[src/rtl/hazard_unit.sv]
// hazard_unit: pipeline stall/flush control with dmem wait tracking, timeout halt and stall counter
module hazard_unit #(
    parameter int MEM_TIMEOUT = 255,
    parameter int CNT_W       = 16
) (
    input  logic             clk,
    input  logic             rst_n,
    input  logic             ID_EX_memread,
    input  logic [4:0]       ID_EX_rd,
    input  logic [4:0]       IF_ID_rs1,
    input  logic [4:0]       IF_ID_rs2,
    input  logic             IF_ID_use_rs1,
    input  logic             IF_ID_use_rs2,
    input  logic             branch_taken,
    input  logic             dmem_req,
    input  logic             dmem_ack,
    output logic             pc_write,
    output logic             if_id_write,
    output logic             id_ex_write,
    output logic             ex_mem_write,
    output logic             mem_wb_write,
    output logic             if_id_flush,
    output logic             id_ex_bubble,
    output logic             halted,
    output logic             mem_timeout,
    output logic [CNT_W-1:0] stall_cnt,
    output logic [1:0]       state_o
);
    typedef enum logic [1:0] {RUN = 2'b00, MEM_WAIT = 2'b01, HALT = 2'b10} state_e;

    state_e           state_q, state_d;
    logic [15:0]      wait_q, wait_d;
    logic [CNT_W-1:0] stall_q, stall_d;
    logic             tmo_q, tmo_d;
    logic             load_use, mem_stall, run_like, expire;

    assign load_use  = ID_EX_memread && ID_EX_rd != 5'd0 &&
                       ((IF_ID_use_rs1 && IF_ID_rs1 == ID_EX_rd) ||
                        (IF_ID_use_rs2 && IF_ID_rs2 == ID_EX_rd));
    assign mem_stall = dmem_req && !dmem_ack;
    // An acked MEM_WAIT cycle behaves exactly like a RUN cycle for branch/load-use handling
    assign run_like  = (state_q == RUN && !mem_stall) || (state_q == MEM_WAIT && dmem_ack);
    assign expire    = state_q == MEM_WAIT && !dmem_ack && wait_q == 16'(MEM_TIMEOUT);

    assign pc_write     = !rst_n || (run_like && (branch_taken || !load_use));
    assign if_id_write  = pc_write;
    assign id_ex_write  = !rst_n || run_like;
    assign ex_mem_write = id_ex_write;
    assign mem_wb_write = id_ex_write;
    assign if_id_flush  = rst_n && run_like && branch_taken;
    assign id_ex_bubble = rst_n && run_like && (branch_taken || load_use);
    assign halted       = state_q == HALT;
    assign mem_timeout  = tmo_q;
    assign stall_cnt    = stall_q;
    assign state_o      = state_q;

    always_comb begin
        state_d = state_q == RUN      ? (mem_stall ? MEM_WAIT : RUN) :
                  state_q == MEM_WAIT ? (dmem_ack ? RUN : (expire ? HALT : MEM_WAIT)) : HALT;
        wait_d  = state_q == MEM_WAIT ? wait_q + 16'd1 : 16'd0;
        tmo_d   = tmo_q || expire;
        stall_d = (!pc_write && stall_q != {CNT_W{1'b1}}) ? stall_q + CNT_W'(1) : stall_q;
    end

    always_ff @(posedge clk or negedge rst_n) begin
        if (!rst_n) begin
            state_q <= RUN;
            wait_q  <= 16'd0;
            stall_q <= '0;
            tmo_q   <= 1'b0;
        end else begin
            state_q <= state_d;
            wait_q  <= wait_d;
            stall_q <= stall_d;
            tmo_q   <= tmo_d;
        end
    end
endmodule

[config.mk]
export PLATFORM = sky130hd
export DESIGN_NAME = hazard_unit
export DESIGN_NICKNAME = d
export VERILOG_FILES = /design/src/rtl/hazard_unit.sv
export SDC_FILE = /design/constraint.sdc
export NUM_CORES = 1
export LEC_CHECK = 0
export ABC_AREA = 1
export BUFFER_PORTS_ARGS = -buffer_cell sky130_fd_sc_hd__buf_2
export CAP_MARGIN = 20
export CELL_PAD_IN_SITES_DETAIL_PLACEMENT = 0
export CELL_PAD_IN_SITES_GLOBAL_PLACEMENT = 1
export CORE_MARGIN = 2
export CORE_UTILIZATION = 38
export DETAILED_ROUTE_END_ITERATION = 8
export GPL_ROUTABILITY_DRIVEN = 0
export PLACE_DENSITY = 0.75
export SLEW_MARGIN = 5
export SYNTH_ARGS = -nofsm -noshare
export SYNTH_HDL_FRONTEND = slang
export SYNTH_SLANG_ARGS = --single-unit
[constraint.sdc]
create_clock -name clk -period 2.05 [get_ports clk]
set_input_delay 0.205 -clock clk [delete_from_list [all_inputs] [get_ports clk]]
set_output_delay 0.205 -clock clk [all_outputs]
set_load 0.01 [all_outputs]
Yosys cells after proc, flatten, opt, wreduce, memory -nomap -nowiden
Index checks and enable logic that the tools add are counted.

Flip-flop bits (word level): 35. Input port bits: 23. Output and inout bits: 27. Logic and storage cells: 46.

$add $sub $neg: 2. Equal/unequal tests: 6. Mux-type cells: 6. Reduce and logical (&&, ||, !) cells: 28.

Operators by type and width (number): $add A16 B1 Y16 const B (2); $eq A16 B8 Y1 const B (1); $mux W16 (1); $ne A16 B16 Y1 const B (1); $logic_and A1 B1 Y1 (14); $eq A5 B5 Y1 (2); $mux W2 (4); $logic_or A1 B1 Y1 (7); $logic_not A1 Y1 (5); $reduce_bool A5 Y1 (1); $eq A2 B1 Y1 const B (1); $eq A2 B2 Y1 const B (1); $logic_not A2 Y1 (1); $mux W1 (1).

Longest topological paths before layout
Word-level depth: 10. Gate-level depth with buffers: 12. Mapped depth without buffers: 11.

Least setup slack after synthesis
No wires, ideal clock.

Kind: reg-to-output. Start: register state_q[0], in the netlist state_o[0]. End: output port pc_write. Arrival: 1.562 ns. Data required time: 1.845 ns. Slack: 0.283 ns. Cell stages (with the launch flop): 8. Buffers on the path: 2. Cell sequence: dfrtp_1 > nor2_1 > o21a_1 > or2_2 > nand2_2 > buf_2 > inv_1 > buf_4.

Cells in the longest elaborated chain, start to end: 5. Elaborated cells between the ends (all ways): 7. Classes of those cells: eq/ne (1); reduce/logical (6).

Ends and longest elaborated chain: start, declared (line 31) `state_e state_q, state_d;`; start signal, assigned (line 72) `state_q <= state_d;`; $eq A2 B1 Y1 or $logic_not A2 Y1 (tied branches) (line 42) `assign run_like = (state_q == RUN && !mem_stall) || (state_q == MEM_WAIT && dmem_ack);`; $logic_and A1 B1 Y1 (line 42); $logic_or A1 B1 Y1 * (line 42); $logic_and A1 B1 Y1 * (line 45) `assign pc_write = !rst_n || (run_like && (branch_taken || !load_use));`; $logic_or A1 B1 Y1 * (line 45); end, declared (line 17) `output logic pc_write,`.

Mark *: on every way between the ends. The rest lies on a longest branch, timed or not.

Worst setup path after layout
Ends and elaborated chain as after synthesis.

==> flow_summary.yaml <==
worst_hold_path:
  hp-start: "dmem_ack"
  hold_depth: 2
  min_to: "state_o[0]"
  hold_class: "in -> reg"
cts:
  cts.path.max_buffers: 2
  cts_max_level: 2
  cts.sinks: 35
  cts-root-buf: "clkbuf_8"
  clock_latency_ns: 0.29
  post_cts.repair.setup_buffers: 0
  cts_buffers: 5
  clkTransAtPathRegs_ns: 0.08
  cts_tree: "built"
drt:
  drc: 0
  via_per_inst: 4.522
  dr.pass1.iters: 4
  routed_wl_um: 4729
  route.vias.total: 1931
  drtIter0Drc: 60
  detail_route.wl_per_cell_um: 11.07
  ant_nets: 0
timing:
  fin_ws_ns: 0.1225
  period_share_pct: 94.03
  drv_slew: 0
  fmax_mhz: 518.8
  worst_pin_slew_ns: 0.4495
  rsz0062_at_grt: "no"
  finClkSkew_ns: 0.006225
  setup_tns_ns: 0
  hold_viol_final: 0
  period_minus_slack_ns: 1.928
  maxSlewHeadroom_pct: 70.03
  setup-violations-final: 0
critical_path:
  crit_cells: 6
  rr_endpoint: "stall_cnt[14]"
  reg2reg_from: "stall_cnt[0]"
  rrSetupSlack_ns: 0.28
  cp_slowest_cell: "dfrtp_1"
  crit_fanout: 11
  startpoint: "state_o[0]"
  cp_cell_sequence: "nor2_1 -> o21a_1 -> or2_2 -> nand2_2 -> inv_1 -> buf_2"
  critPathKind: "reg -> out"
  crit_arrival_ns: 1.72
  crit_required_ns: 1.85
  ff2ff_path_depth: 9
  endpoint_kind: "output pin"
  critPathBufInv: 2
  critPathLaunchType: "flop"
  worst_path_largest_cell_delay_ns: 0.39
  crit_family: "simple AND/OR/NAND/NOR gates"
die:
  ios: 50
  core-area_mm2: 0.005507
  start_util_pct: 39.31
  die_area_mm2: 0.006316
  die_x_um: 79.48
  die_h_um: 79.48
  row_count: 27
pwr:
  irDropWorstVdd_mv: 0.3572
  powerDensity_mw_per_mm2: 661.9
  total_power_mw: 1.728
  p_leak_nw: 1.345
place:
  place_inst: 418
  port_buffers: 49
  dp_worst_setup_slack_ns: 0.2613
  dp_hpwl_um: 3588
  placed_area_mm2: 0.002475
global_routing:
  grt_pass1_vias: 1825
  grt_pass1_wl_um: 8335
  grt_usage_pct: 16.79
  antenna_found_initial: 0
  grt_overflow: 0
  grt_max_degree: 37
yosys:
  synthDistinctLibCells: 32
  syn_nets: 326
  ys_seq_elements: 35
  yosys_warnings: 0
  synthCells: 301
  syn_area_mm2: 0.002165
  syn_area_per_cell_um2: 7.191
  yosysSeqAreaShare_pct: 40.46
finish:
  final_cell_mix: "88 x nand2_1, 49 x buf_2, 43 x inv_1, 35 x dfrtp_1, 32 x nor2_1"
  antenna_cells: 0
  final_nets: 379
  final_cell_area_mm2: 0.002611
  final-instance-count-excl-fill: 427
  synthToLayoutAreaGrowth_pct: 20.64
  drive_above_1_share_pct: 20.28
  final_common_cell: "nand2_1"
outcome:
  status: "completed"
job:
  maxCapViolations: 0
[power breakdown]
part	internal, mW	switching [mW]
Clock	0.394	0.259
Combinational	0.122	0.153
Sequential	0.734	0.0667
Total	1.25	0.479
[synth_stat cells (all sizes together)]
master	n	area [µm²]
nand2	91	354.1
buf	6	43.79
nand3b	1	7.510
or2	1	6.260
o21a	1	7.510
nand4	4	25.02
ha	2	25.02
dfrtp	35	875.8
xnor2	4	35.03
nor2	36	155.2
nor4	1	6.260
nand3	31	172.7
o31ai	1	7.510
clkbuf	1	3.750
o21ai	6	30.03
nor3b	1	7.510
nor3	10	55.05
a21oi	9	45.04
a31oi	1	6.260
xor2	14	122.6
a211oi	1	7.510
inv	44	165.2
[final cells by class]
| cell class | instances | area (µm²) |
|---|---|---|
| inverters | 44 | 165.2 |
| multi-input cells | 215 | 1085 |
| clock inverters | 2 | 35.03 |
| well taps | 72 | 90.09 |
| flip-flops and latches | 35 | 875.8 |
| repair buffers | 53 | 277.8 |
| clock buffers | 6 | 82.58 |
| fillers | 567 | 2895 |
[kinds of logic after synthesis]
logic type	Yosys count	share of synthesized area [%]
buffers and inverters	51	9.826
AOI/OAI and AO/OA	19	4.798
adders and majority gates	2	1.156
xor gates and xnor gates	18	7.283
and+or+nand+nor	176	36.47
DFF	35	40.46
[routing by layer]
metal	up-vias	track usage [%]	wire, µm
met5	-	0	0
met4	0	6.724	81
met3	6	3.620	117
met2	21	26.72	2233
met1	864	22.14	2297
li1	1040	-	-
[how the worst max path moves through the flow]
| stage | slack (ns) | to |
|---|---|---|
| floorplan | 0.28 | pc_write |
| global placement | 0.30 | stall_cnt[0] |
| detailed placement | 0.26 | stall_cnt[14] |
| CTS | 0.13 | pc_write |
| global route | 0.03 | pc_write |
| finish | 0.12 | pc_write |
[worst reg2reg max path: cells and delay by family (launching register included)]
kind | cells | cell delay [ns]
simple gates | 8 | 1.06
flops | 1 | 0.43
fa+ha+maj | 1 | 0.23
[state kept, by name (all words and copies together) (netlist names)]
name and cells:
mem_timeout 1, state_o 2, stall_cnt 16, wait_q 16
[timing repair]
| item | CTS | global route |
|---|---|---|
| hold buffers | 1 | 0 |
| hold endpoints to repair | 35 | 0 |
| gates resized for setup | 0 | 1 |
| setup endpoints to repair | 0 | 1 |
[per-stage QoR]
step / hold slack, ns / utilization [%]
6_report: 0.1252 / 47.42
5_1_grt: 0.1338 / 47.42
4_1_cts: 0.1139 / 47.26
3_5_place_dp: 0.2919 / 44.94
3_3_place_gp: 0.2900 / 44.94
2_1_floorplan: -0.09059 / -
(Power assumes the default switching activity.)
